===== src/rtl/udp_stream_rx.sv =====
// udp_stream_rx: filters Ethernet/IPv4/UDP frames from a 64-bit MAC RX stream and re-aligns the payload to lane 0.
// Build option: define UDP_RX_IP_CSUM_EN to also require a valid IPv4 header checksum before accepting a frame.
//
// state     | meaning
// S_HDR     | collecting header beats 0..5 (beat_cnt), decision on beat 5
// S_PAYLOAD | forwarding payload; 6 bytes carried from each input beat to the next output beat
// S_FLUSH   | emitting the carried tail bytes after the input tlast beat
// S_DROP    | discarding the rest of a filtered frame
module udp_stream_rx #(
    parameter int C_S00_AXIS_TDATA_WIDTH = 64,
    parameter int C_M00_AXIS_TDATA_WIDTH = 64,
    parameter int C_AXIS_TKEEP_WIDTH     = 8
) (
    input  logic                              s00_axis_aclk,
    input  logic                              s00_axis_areset,
    input  logic                              s00_axis_tvalid,
    output logic                              s00_axis_tready,
    input  logic [C_S00_AXIS_TDATA_WIDTH-1:0] s00_axis_tdata,
    input  logic [C_AXIS_TKEEP_WIDTH-1:0]     s00_axis_tkeep,
    input  logic                              s00_axis_tlast,
    input  logic                              s00_axis_tuser,
    output logic                              m00_axis_tvalid,
    input  logic                              m00_axis_tready,
    output logic [C_M00_AXIS_TDATA_WIDTH-1:0] m00_axis_tdata,
    output logic [C_AXIS_TKEEP_WIDTH-1:0]     m00_axis_tkeep,
    output logic                              m00_axis_tlast,
    output logic                              m00_axis_tuser,
    input  logic [47:0]                       cfg_mac,
    input  logic [31:0]                       cfg_ip,
    input  logic [15:0]                       cfg_port,
    output logic [31:0]                       rx_good_count,
    output logic [31:0]                       rx_drop_count
);

    typedef enum logic [1:0] {S_HDR, S_PAYLOAD, S_FLUSH, S_DROP} state_t;

    state_t      state, state_nxt;
    logic [2:0]  beat_cnt, beat_nxt;
    logic [63:0] din;
    logic [47:0] carry;
    logic [7:0]  flush_keep;
    logic        flush_user;

    logic [47:0] mac_q;
    logic [15:0] etype_q;
    logic [7:0]  ver_q;
    logic [7:0]  proto_q;
    logic [31:0] ip_q;
    logic [15:0] port_q;
    logic        csum_ok;
    logic        hdr_ok;

    logic        out_free;
    logic        hdr_fire;
    logic        emit;
    logic [63:0] emit_data;
    logic [7:0]  emit_keep;
    logic        emit_last;
    logic        emit_user;
    logic        carry_ld;
    logic        flush_ld;
    logic        good_inc;
    logic        drop_inc;

    assign din = s00_axis_tdata;

`ifdef UDP_RX_IP_CSUM_EN
    // Ones' complement sum of bytes 14..33 folded per beat; a valid header sums to FFFF.
    logic [15:0] csum_acc;
    logic [3:0]  csum_mask;
    logic [19:0] csum_sum;
    logic [16:0] csum_fold;
    logic [15:0] csum_next;

    always_comb begin
        csum_mask = 4'b0000;
        case (beat_cnt)
            3'd1:    csum_mask = 4'b1000;
            3'd2:    csum_mask = 4'b1111;
            3'd3:    csum_mask = 4'b1111;
            3'd4:    csum_mask = 4'b0001;
            default: csum_mask = 4'b0000;
        endcase
        csum_sum = {4'h0, csum_acc};
        for (int i = 0; i < 4; i++) begin
            if (csum_mask[i]) csum_sum = csum_sum + {4'h0, din[16*i +: 8], din[16*i+8 +: 8]};
        end
        csum_fold = {1'b0, csum_sum[15:0]} + {13'h0, csum_sum[19:16]};
        csum_next = csum_fold[15:0] + {15'h0, csum_fold[16]};
    end

    always_ff @(posedge s00_axis_aclk) begin
        if (s00_axis_areset) begin
            csum_acc <= '0;
        end else if (hdr_fire) begin
            if (beat_cnt == 3'd0) csum_acc <= '0;
            else if (beat_cnt <= 3'd4) csum_acc <= csum_next;
        end
    end

    assign csum_ok = (csum_acc == 16'hFFFF);
`else
    assign csum_ok = 1'b1;
`endif

    assign hdr_ok = ((mac_q == cfg_mac) || (mac_q == 48'hFFFF_FFFF_FFFF)) &&
                    (etype_q == 16'h0800) && (ver_q == 8'h45) && (proto_q == 8'h11) &&
                    (ip_q == cfg_ip) && (port_q == cfg_port) && csum_ok;

    always_ff @(posedge s00_axis_aclk) begin
        if (s00_axis_areset) begin
            state    <= S_HDR;
            beat_cnt <= '0;
        end else begin
            state    <= state_nxt;
            beat_cnt <= beat_nxt;
        end
    end

    always_comb begin
        state_nxt       = state;
        beat_nxt        = beat_cnt;
        s00_axis_tready = 1'b0;
        out_free        = !m00_axis_tvalid || m00_axis_tready;
        hdr_fire        = 1'b0;
        emit            = 1'b0;
        emit_data       = '0;
        emit_keep       = '0;
        emit_last       = 1'b0;
        emit_user       = 1'b0;
        carry_ld        = 1'b0;
        flush_ld        = 1'b0;
        good_inc        = 1'b0;
        drop_inc        = 1'b0;
        case (state)
            S_HDR: begin
                s00_axis_tready = 1'b1;
                if (s00_axis_tvalid) begin
                    hdr_fire = 1'b1;
                    if (beat_cnt != 3'd5) begin
                        if (s00_axis_tlast) begin
                            drop_inc = 1'b1;
                            beat_nxt = '0;
                        end else begin
                            beat_nxt = beat_cnt + 3'd1;
                        end
                    end else begin
                        beat_nxt = '0;
                        if (!hdr_ok) begin
                            if (s00_axis_tlast) drop_inc = 1'b1;
                            else state_nxt = S_DROP;
                        end else begin
                            carry_ld = 1'b1;
                            if (!s00_axis_tlast) begin
                                state_nxt = S_PAYLOAD;
                            end else if (s00_axis_tkeep[7:2] != 6'h00) begin
                                flush_ld  = 1'b1;
                                state_nxt = S_FLUSH;
                            end else begin
                                good_inc = 1'b1;
                            end
                        end
                    end
                end
            end
            S_PAYLOAD: begin
                s00_axis_tready = out_free;
                if (s00_axis_tvalid && out_free) begin
                    emit      = 1'b1;
                    emit_data = {din[15:0], carry};
                    emit_keep = 8'hFF;
                    carry_ld  = 1'b1;
                    if (s00_axis_tlast) begin
                        if (s00_axis_tkeep[7:2] == 6'h00) begin
                            emit_keep = {s00_axis_tkeep[1:0], 6'h3F};
                            emit_last = 1'b1;
                            emit_user = s00_axis_tuser;
                            good_inc  = 1'b1;
                            state_nxt = S_HDR;
                        end else begin
                            flush_ld  = 1'b1;
                            state_nxt = S_FLUSH;
                        end
                    end
                end
            end
            S_FLUSH: begin
                if (out_free) begin
                    emit      = 1'b1;
                    emit_data = {16'h0000, carry};
                    emit_keep = flush_keep;
                    emit_last = 1'b1;
                    emit_user = flush_user;
                    good_inc  = 1'b1;
                    state_nxt = S_HDR;
                end
            end
            S_DROP: begin
                s00_axis_tready = 1'b1;
                if (s00_axis_tvalid && s00_axis_tlast) begin
                    drop_inc  = 1'b1;
                    state_nxt = S_HDR;
                end
            end
            default: state_nxt = S_HDR;
        endcase
    end

    always_ff @(posedge s00_axis_aclk) begin
        if (s00_axis_areset) begin
            m00_axis_tvalid <= 1'b0;
            m00_axis_tdata  <= '0;
            m00_axis_tkeep  <= '0;
            m00_axis_tlast  <= 1'b0;
            m00_axis_tuser  <= 1'b0;
            carry           <= '0;
            flush_keep      <= '0;
            flush_user      <= 1'b0;
            rx_good_count   <= '0;
            rx_drop_count   <= '0;
            mac_q           <= '0;
            etype_q         <= '0;
            ver_q           <= '0;
            proto_q         <= '0;
            ip_q            <= '0;
            port_q          <= '0;
        end else begin
            if (out_free) begin
                m00_axis_tvalid <= emit;
                if (emit) begin
                    m00_axis_tdata <= emit_data;
                    m00_axis_tkeep <= emit_keep;
                    m00_axis_tlast <= emit_last;
                    m00_axis_tuser <= emit_user;
                end
            end
            if (carry_ld) carry <= din[63:16];
            if (flush_ld) begin
                flush_keep <= {2'b00, s00_axis_tkeep[7:2]};
                flush_user <= s00_axis_tuser;
            end
            if (good_inc) rx_good_count <= rx_good_count + 32'd1;
            if (drop_inc) rx_drop_count <= rx_drop_count + 32'd1;
            // Header fields kept in wire order so they compare directly against cfg_*.
            if (hdr_fire) begin
                case (beat_cnt)
                    3'd0: mac_q <= {din[7:0], din[15:8], din[23:16], din[31:24], din[39:32], din[47:40]};
                    3'd1: begin
                        etype_q <= {din[39:32], din[47:40]};
                        ver_q   <= din[55:48];
                    end
                    3'd2: proto_q <= din[63:56];
                    3'd3: ip_q[31:16] <= {din[55:48], din[63:56]};
                    3'd4: begin
                        ip_q[15:0] <= {din[7:0], din[15:8]};
                        port_q     <= {din[39:32], din[47:40]};
                    end
                    default: ;
                endcase
            end
        end
    end

endmodule


===== config.mk =====
export PLATFORM = sky130hd
export DESIGN_NAME = udp_stream_rx
export DESIGN_NICKNAME = d
export VERILOG_FILES = /design/src/rtl/udp_stream_rx.sv
export SDC_FILE = /design/constraint.sdc
export NUM_CORES = 1
export LEC_CHECK = 0
export CORE_UTILIZATION = 51
export DETAILED_ROUTE_END_ITERATION = 8
export PLACE_DENSITY = 0.88
export SETUP_SLACK_MARGIN = 0.3
export SLEW_MARGIN = 20
export SYNTH_ARGS = -nofsm -noshare
export SYNTH_HDL_FRONTEND = slang
export SYNTH_SLANG_ARGS = --single-unit

===== constraint.sdc =====
create_clock -name s00_axis_aclk -period 3.8 [get_ports s00_axis_aclk]
set_input_delay 0.95 -clock s00_axis_aclk [delete_from_list [all_inputs] [get_ports s00_axis_aclk]]
set_output_delay 0.95 -clock s00_axis_aclk [all_outputs]
set_load 0.01 [all_outputs]

Word-level counts from Yosys, hierarchy flattened
Cells that the tools add are included.
{ "word_totals": {"ff_bits": 327, "latchBits": 0, "ramBits": 0, "mem_bits_ro": 0, "input_bits": 174, "output_inout_bits": 140, "elab_cells": 127, "n_memories": 0} }
{ "op_classes": {"add_sub_neg": 3, "multipliers": 0, "div_mod_pow": 0, "magnitude_cmp": 0, "eq_ne": 23, "n_shift": 0, "n_mux": 59, "bitwise_logic": 0, "reduce_logical": 23} }
{ "ops": {"columns": ["cell", "count"], "rows": [
  ["case mux 64 bit (2 select lines)", 1],
  ["adder 32 x 1 -> 32 bit, second input constant", 2],
  ["2-to-1 mux 64 bit", 1],
  ["equality test 48 bit", 1],
  ["equality test 48 bit, second input constant", 1],
  ["equality test 32 bit", 1],
  ["2-to-1 mux 1 bit", 31],
  ["2-to-1 mux 8 bit", 3],
  ["2-to-1 mux 2 bit", 11],
  ["equality test 16 x 12 -> 1 bit, second input constant", 1],
  ["equality test 16 bit", 1],
  ["case mux 8 bit (2 select lines)", 1],
  ["case mux 1 bit (2 select lines)", 7],
  ["AND reduction 2 bit", 7],
  ["!= test 2 bit, second input constant", 6],
  ["!= test 3 bit, second input constant", 3],
  ["equality test 8 x 5 -> 1 bit, second input constant", 1],
  ["equality test 8 x 7 -> 1 bit, second input constant", 1],
  ["case mux 2 bit (4 select lines)", 1],
  ["AND reduction 8 bit", 1],
  ["logical AND 1 bit", 7],
  ["equality test 3 x 2 -> 1 bit, second input constant", 2],
  ["zero test 6 bit", 1],
  ["2-to-1 mux 3 bit", 2],
  ["12 further kinds", 14]
]} }

Logic depth before layout (Yosys ltp)
Gate-level depths: netlist (run 1).
{ "depth": {"depth_word": 11, "depth_mapped": 12, "depth_no_buf": 10} }

Least setup slack after synthesis (run 1)
No wires, ideal clock.
{ "synth_timing": {"path_type": "input to register", "startpoint": "in cfg_port[6]", "endpoint": "reg rx_good_count[13]", "setup_ps": 70, "t_arrival_ps": 2860, "t_required_ps": 3730, "path_slack_ps": 869, "stages": 9, "path_buffers": 1, "cell_sequence": "xnor2_1 -> nand4_1 -> nor4_1 -> nand4_1 -> nor4_4 -> o21ai_1 -> buf_2 -> or4_1 -> a21oi_1"} }
{ "synth_via": {"elab_chain_cells": 6} }
{ "synth_rtl": {"columns": ["element", "line_no", "rtl"], "rows": [
  ["from (decl)", "30", "input logic [15:0] cfg_port,"],
  ["equality test 16 bit", "108", "(ip_q == cfg_ip) && (port_q == cfg_port) && csum_ok;"],
  ["logical AND 1 bit", "108", null],
  ["2-to-1 mux 1 bit", "149", "if (!hdr_ok) begin"],
  ["2-to-1 mux 1 bit", "140", "if (beat_cnt != 3'd5) begin"],
  ["2-to-1 mux 1 bit", "138", "if (s00_axis_tvalid) begin"],
  ["case mux 1 bit (3 select lines)", "135", "case (state)"],
  ["to (signal assigned)", "242", "if (good_inc) rx_good_count <= rx_good_count + 32'd1;"],
  ["to (decl)", "31", "output logic [31:0] rx_good_count,"]
]} }
Every way passes these cells.
A chain may end at the register's enable or synchronous reset.

Final worst setup path (run 1)
{ "layout_timing": {"startpoint": "in m00_axis_tready", "endpoint": "out s00_axis_tready"} }
{ "layout_via": {"elab_chain_cells": 2} }
{ "layout_rtl": {"columns": ["element", "line_no", "rtl"], "rows": [
  ["from (decl)", "23", "input logic m00_axis_tready,"],
  ["logical OR 1 bit", "124", "out_free = !m00_axis_tvalid || m00_axis_tready;"],
  ["case mux 1 bit (2 select lines)", "135", null],
  ["to (decl)", "17", "output logic s00_axis_tready,"]
]} }
Every way passes these cells.

==> reports/qor.tcl, run 1 <==
set qor(clk-insertion-delay-late_ns) 0.53
set qor(post-dp-hpwl_um) 32400
set qor(boundaryPins) 314
set qor(finalSetupViolCount) 0
set qor(ys_warn_count) 0
set qor(number_of_violations_reported_at_the_end_of_detailed_routing_iteration_0) 1788
set qor(worstSetupStartpointType) {input port}
set qor(floorplan.die.height_um) 168
set qor(cellInternalPower_w) 0.00650
set qor(yosys-top-cells-area) {dfxtp_1 46%, nand2_1 9.5%, a21oi_1 8.0%, xnor2_1 6.7%, mux2i_1 3.9%}
set qor(grt_overflow_total) 0
set qor(synth.cell_area_um2) 14100
set qor(synthesis.area_per_instance_um2) 8.23
set qor(placement_rows) 60
set qor(critical_path_arrival_ns) 2.43
set qor(die_area_um2) 28300
set qor(path_max_fanout) 7
set qor(cts_inserted_buffers) 35
set qor(drt-pass1-iter-count) 6
set qor(synthTopCellsByCount) {356 x nand2_1, 327 x dfxtp_1, 226 x a21oi_1}
set qor(irDropWorstVdd_v) 0.000290
set qor(cts_sinks) 327
set qor(number_of_inserted_filler_cells_in_the_final_layout) 2041
set qor(finalWeightedCongestion) 0.893
set qor(cts.root.buffer_cell) {clkbuf_16}
set qor(synth_fp_nets) 1897
set qor(antenna_violating_nets_post_route) 0
set qor(skew_ns) 0.0303
set qor(placement.cell_area_um2) 17700
set qor(tritoncts) {built}
set qor(clock_share_of_power) 0.413
set qor(worst_slew_pin_slew_ns) 0.826
set qor(postSynthCellCount) 1711
set qor(layout-drive-gt1-share) 0.0662
set qor(synth_top_area_frac) 0.465
set qor(viasPerCell) 5.82
set qor(timing.hold.worst.class) {reg -> reg}
set qor(nets_finish) 2183
set qor(critical_path.endpoint_type) {primary output}
set qor(layout_min_cycle_time_ns) 3.38
set qor(setup_total_negative_slack_ns) 0
set qor(finish.cell_count_without_fillers) 2375
set qor(drc_errors) 0
set qor(clk_pin_slew_worst_setup_hold_paths_ns) 0.06
set qor(yosysUniqueCellTypes) 52
set qor(io_buffers) 313
set qor(finalWorstSetupSlack_ns) 0.420
set qor(worst-endpoint-required_ns) 2.85
set qor(dominantRegCellSynth) {dfxtp_1}
set qor(final_area_um2) 19000
set qor(power.density_cell_area_nw_per_um2) 470
set qor(bufs_on_longest_clock_path) 3
set qor(yosysMostFrequentCell) {nand2_1}
set qor(avgRoutedWirePerCell_um) 19.0
set qor(grt_total_usage) 0.310
set qor(share_comb_of_total_power) 0.169
set qor(yosysTopAreaCell) {dfxtp_1}
set qor(timing_worst_setup_path_type) {in -> out}
set qor(placedCellCount) 2301
set qor(number_of_slew_limit_violations_in_the_final_report) 0
set qor(setup_repair_after_global_routing_missed_its_margin) {false}
set qor(ratio_of_final_minimum_period_to_clock_period) 0.889
set qor(synth-seq-cells) 327
set qor(p_total_w) 0.00892
set qor(result_of_the_run) {finished clean}
set qor(timing.final.hold_violations) 0
set qor(synth-async-reset-ratio) 0
set qor(synth_edf_count) 0
set qor(die_x_um) 168
set qor(routed_wl_um) 45200
set qor(via_count_of_the_first_global_routing_pass) 13137
set qor(area_delta_synth_final_pct) 34.8
set qor(antenna_violations_before_repair) 11
set qor(pin_count_of_the_biggest_net_entering_global_routing) 130
set qor(p_sw_frac) 0.272
set qor(initial_core_util) 0.521
set qor(fraction_of_the_yosys_area_taken_by_sequential_cells) 0.465
set qor(power.share.sequential) 0.418
set qor(timing.max_cap.violations) 0
set qor(vias) 13832
set qor(maxSlewHeadroom) 0.448
set qor(power_leakage_nw) 6.66
set qor(dpl_worst_slack_ns) -0.0729
set qor(p_switching_w) 0.00243
set qor(core-area_um2) 27000
set qor(cts.htree.levels) 2
set qor(grt_pass1_wl_um) 69300
set qor(fmax_mhz) 296
path summary, 6_finish.rpt:
kind                                         from                              end  slack [ns]  depth (start not counted)
setup / recovery                  m00_axis_tready                  s00_axis_tready        0.42                          5
hold / removal    m00_axis_tdata[59]$_SDFFE_PP0P_  m00_axis_tdata[59]$_SDFFE_PP0P_        0.45                          2
setup reg to reg           mac_q[15]$_SDFFE_PP0P_   rx_good_count[17]$_SDFFE_PP0P_        1.01                          9
hold reg to reg   m00_axis_tdata[59]$_SDFFE_PP0P_  m00_axis_tdata[59]$_SDFFE_PP0P_        0.45                          2
cells in the final DEF, fill, tap and decap left out, types with 6 or more instances in the layout:
cell               n
nand3_1           83
o31ai_1           11
ha_1              11
buf_12             8
nor4b_1           13
nand4_1           66
nor3_1            18
nand2_1          355
buf_4             36
diode_2           11
nor4_1            22
or4_1             13
mux2i_1           55
clkbuf_16         36
or3_1             12
xor2_1            10
mux2_2             9
clkdlybuf4s50_1  312
clkbuf_8           7
bufinv_16          6
dfxtp_1          327
nor2b_1           13
nor2_1           120
o211ai_1           6
and3_1            17
a21oi_1          226
inv_1             25
o21ai_0           18
clkbuf_1           9
a211oi_1           8
and2_1             6
xnor2_1          106
worst max-delay path, cell delays in order:
cell and delay, ns:
clkdlybuf4s50_1 0.45, nand2b_2 0.20, nand2_1 0.08, a21oi_1 0.15
clkdlybuf4s50_1 0.61
cell type report:
cell class              instances  area [µm²]  area share
repair buffers                357        3570       0.188
clock inverters                11         223      0.0117
diodes                         11        27.5     0.00145
well taps                     341         427      0.0225
multi-input cells            1251        7060       0.372
clock buffers                  52        1030      0.0543
inverters                      25        93.8     0.00494
flip-flops and latches        327        6550       0.345
layer usage:
metal,vias to the layer above,track usage,part of all wire
li1,6464,-,-
met1,6517,0.385,0.40
met2,730,0.514,0.47
met3,119,0.0628,0.091
met4,2,0.149,0.038
met5,-,0,0.00029
per-stage QoR:
step,hold slack (ns),utilization
final,0.450,0.702
after global routing,0.468,0.702
after CTS,0.453,0.700
after detailed placement,0.445,0.654
after global placement,0.438,0.654
after floorplan,0.439,-
cells by family (layout without fill, tap and decap cells):
kind of cell | Yosys count | count (layout) | share of synthesized area
and+or+nand+nor | 762 | 762 | 0.252
xor gates and xnor gates | 118 | 118 | 0.0734
muxes | 64 | 64 | 0.0463
other | 0 | 11 | 0
DFF | 327 | 327 | 0.465
adders and majority gates | 12 | 12 | 0.0107
AOI/OAI and AO/OA | 295 | 295 | 0.116
buffers and inverters | 133 | 445 | 0.0364
sequential cells by signal, summed over array words and instances, names as in the netlist, 16 cells and up:
| signal | count |
|---|---|
| rx_drop_count | 32 |
| mac_q | 48 |
| carry | 48 |
| port_q | 16 |
| rx_good_count | 32 |
| etype_q | 16 |
| m00_axis_tdata | 64 |
| ip_q | 32 |
what timing repair did:
item | in CTS | in global routing
endpoints found under the setup margin | 0 | 15
hold buffers | 0 | 0
buffers inserted | 0 | 0
gates resized for setup | 0 | 4
power by group through the flow:
stage          sequential [W]  clock, W  combinational [W]
4_1_cts               0.00372   0.00371            0.00148
3_5_place_dp          0.00380         0            0.00146
2_1_floorplan         0.00376         0           0.000858
5_1_grt               0.00374   0.00387            0.00162
3_3_place_gp          0.00379         0            0.00143
6_report              0.00373   0.00368            0.00151
Power figures use the tool's default switching activity.
==> run 2: changes to the inputs <==
Settings changed: ABC_AREA set to 1, CORE_UTILIZATION 51 to 47, PLACE_DENSITY 0.88 to 0.84.
Clock period 3.8 ns to 3 ns, I/O delays scaled along.
==> run 2 against run 1 <==
Effect of this change: critical path depth increased by 1; non-clock buffer count decreased by 3; global-route usage decreased by 1.8 points; synthesized cell count increased by 23%; highest routed layer unchanged; register-to-register slack got worse by 0.32 ns; cell area increased by 4.2%; die area increased by 15%; critical endpoint unchanged; clock-buffer cell count decreased by 5; combinational power decreased by 47%; synthesized area increased by 6.3%; clock power increased by 20%.
==> reports/qor.tcl, run 2 <==
set qor(cts_inserted_buffers) 35
set qor(avgRoutedWirePerCell_um) 17.4
set qor(number_of_violations_reported_at_the_end_of_detailed_routing_iteration_0) 1562
set qor(finalSetupViolCount) 0
set qor(critical_path.startpoint) {m00_axis_tready}
set qor(clk-insertion-delay-late_ns) 0.53
set qor(worst_r2r_endpoint) {rx_good_count[9]$_SDFFE_PP0P_}
set qor(antenna_violating_nets_post_route) 0
set qor(finish.cell_count_without_fillers) 2816
set qor(synth_edf_count) 0
set qor(yosysTopAreaCell) {dfxtp_1}
set qor(placement_rows) 64
set qor(largest_register_ff_count) 64
set qor(core-area_um2) 31000
set qor(hp-start) {flush_keep[5]$_SDFFE_PP0P_}
set qor(postSynthCellCount) 2112
set qor(grt_pass1_wl_um) 76500
set qor(timing.critical_path.slowest_cell_delay_ns) 0.40
set qor(synthTopCellsByCount) {426 x nor2_1, 372 x nand2_1, 327 x dfxtp_1}
set qor(result_of_the_run) {finished clean}
set qor(synth-seq-cells) 327
set qor(timing.max_cap.violations) 0
set qor(power.density_cell_area_nw_per_um2) 491
set qor(yosysUniqueCellTypes) 38
set qor(r2r_setup_slack_ns) 0.69
set qor(initial_core_util) 0.483
set qor(worstSetupEndpoint) {s00_axis_tready}
set qor(worstHoldPathCells) 2
set qor(synth-async-reset-ratio) 0
set qor(synth_top_family_by_area) {simple AND/OR/NAND/NOR gates}
set qor(r2r.worst_path.cells) 15
set qor(ys_warn_count) 0
set qor(cts_hold_repair.buffers) 0
set qor(critPathTopFamily) {buffers and inverters}
set qor(drc_errors) 0
set qor(p_total_w) 0.00971
set qor(critical_path.endpoint_type) {primary output}
set qor(dominantRegCellSynth) {dfxtp_1}
set qor(number_of_slew_limit_violations_in_the_final_report) 0
set qor(synth_fp_nets) 2298
set qor(setup_total_negative_slack_ns) 0
set qor(most-common-layout-cells) {425 x nor2_1, 369 x nand2_1, 327 x dfxtp_1}
set qor(cts_sinks) 327
set qor(grt_total_usage) 0.291
set qor(die_x_um) 180
set qor(synth_top_area_frac) 0.437
set qor(worstPathCellList) {clkdlybuf4s50_1, nor2_1, inv_2, nand2_1, a21oi_1, dlygate4sd2_1}
set qor(clk_pin_slew_worst_setup_hold_paths_ns) 0.06
set qor(maxSlewHeadroom) 0.421
set qor(viasPerCell) 5.42
set qor(via_count_of_the_first_global_routing_pass) 14645
set qor(cts.root.buffer_cell) {clkbuf_16}
set qor(fmax_mhz) 376
set qor(largest_registers_ranked_by_flip_flop_count) {m00_axis_tdata (64), carry (48), mac_q (48)}
set qor(die_area_um2) 32600
set qor(power_leakage_nw) 7.55
set qor(worst_slew_pin_slew_ns) 0.868
set qor(regMostFlops) {m00_axis_tdata}
set qor(layout_min_cycle_time_ns) 2.66
set qor(tritoncts) {built}
set qor(boundaryPins) 314
set qor(synth-simple-area-share) 0.276
set qor(cts.htree.levels) 2
set qor(yosysMostFrequentCell) {nor2_1}
set qor(synth_fa_ha_area_frac) 0.0100
set qor(ratio_of_final_minimum_period_to_clock_period) 0.887
set qor(io_buffers) 313
set qor(placedCellCount) 2749
set qor(timing_worst_setup_path_type) {in -> out}
set qor(synth_mux_area_frac) 0
set qor(timing.final.hold_violations) 0
set qor(r2r-start) {ip_q[31]$_SDFFE_PP0P_}
set qor(postLayoutCoreUtil) 0.638
set qor(antenna_violations_before_repair) 5
set qor(critical_path_buf_inv_count) 3
set qor(finalWeightedCongestion) 0.952
set qor(synthesis.area_per_instance_um2) 7.09
set qor(synth_xor_xnor_area_share) 0.0708
set qor(pin_count_of_the_biggest_net_entering_global_routing) 76
set qor(area_delta_synth_final_pct) 32.1
set qor(yosys-top-cells-area) {dfxtp_1 44%, nor2_1 11%, nand2_1 9.3%, a21oi_1 6.8%, o21ai_0 6.3%}
set qor(drt-pass1-iter-count) 5
set qor(grt_overflow_total) 0
set qor(cell_count_along_the_critical_path) 6
set qor(fraction_of_the_yosys_area_taken_by_sequential_cells) 0.437
set qor(synth_compound_area_frac) 0.138
set qor(setup_repair_after_global_routing_missed_its_margin) {false}
set qor(layout-drive-gt1-share) 0.0558
set qor(skew_ns) 0.0378
set qor(timing.hold.worst.class) {reg -> reg}
set qor(path_max_fanout) 2
set qor(worst-endpoint-required_ns) 2.25
set qor(critical_path_arrival_ns) 1.91
set qor(nets_finish) 2581
set qor(slowest_stage) {clkdlybuf4s50_1}
set qor(synth.cell_area_um2) 15000
set qor(bufs_on_longest_clock_path) 3
set qor(worstSetupStartpointType) {input port}
set qor(routed_wl_um) 48900
set qor(finalWorstSetupSlack_ns) 0.340
set qor(post-dp-hpwl_um) 34800
set qor(dpl_worst_slack_ns) -0.234
set qor(mostFrequentLayoutCell) {nor2_1}
set qor(vias) 15261
set qor(irDropWorstVdd_v) 0.000365
set qor(floorplan.die.height_um) 180
## run 2: worst register-to-register path, delay by kind of cell, from the launching register on
kind,cells,cell delay [ns]
simple gates,11,1.19
xor+xnor,1,0.21
compound gates,1,0.16
flops,1,0.32
buf+inv,2,0.34
## run 2: cell type report
type | instances | area [µm²]
diodes | 2 | 5.00
clock buffers | 47 | 971
clock inverters | 13 | 189
fillers | 2723 | 11200
inverters | 133 | 504
multi-input cells | 1544 | 7470
flip-flops and latches | 327 | 6550
well taps | 396 | 495
repair buffers | 354 | 3590
## run 2: logic make-up (layout without fill, tap and decap cells)
logic type	count (synthesis)	after routing
AND/OR/NAND/NOR	1003	1004
AO/OA/AOI/OAI	407	407
flip-flops	327	327
buffers and inverters	242	547
XOR/XNOR	121	121
adder cells (fa/ha/maj)	12	12
other	0	2
## run 2: report_power, final
part / switching, W / internal [W] / total, W
Sequential: 0.0000733 / 0.00443 / 0.00450
Clock: 0.00178 / 0.00263 / 0.00441
Combinational: 0.000419 / 0.000378 / 0.000797
Total: 0.00227 / 0.00744 / 0.00971
## run 2: metal layers
metal	vias up	part of all wire	track usage
li1	7383	-	-
met1	6997	0.40	0.361
met2	737	0.47	0.481
met3	140	0.087	0.0618
met4	4	0.044	0.141
met5	-	0.00053	0
## run 2: what timing repair did
action                                  CTS  global route
pin swaps                                 0             8
cloned                                    0             4
gates resized for setup                   2            14
setup buffers                             0             1
endpoints found under the hold margin     0             0
endpoints found under the setup margin    6           114
## run 2: per-stage QoR
step	instance area, µm²	hold slack, ns
after detailed placement	18500	0.434
after CTS	19600	0.444
final	19800	0.444
after global placement	18500	0.429
after global routing	19800	0.463
after floorplan	15000	0.423
## run 2: worst min path at each step
| stage | endpoint | slack (ns) |
|---|---|---|
| after detailed placement | proto_q[1]$_SDFFE_PP0P_ | 0.43 |
| after CTS | proto_q[1]$_SDFFE_PP0P_ | 0.44 |
| after global routing | proto_q[1]$_SDFFE_PP0P_ | 0.46 |
| after global placement | proto_q[1]$_SDFFE_PP0P_ | 0.43 |
| final | flush_keep[5]$_SDFFE_PP0P_ | 0.44 |
| after floorplan | etype_q[0]$_SDFFE_PP0P_ | 0.42 |
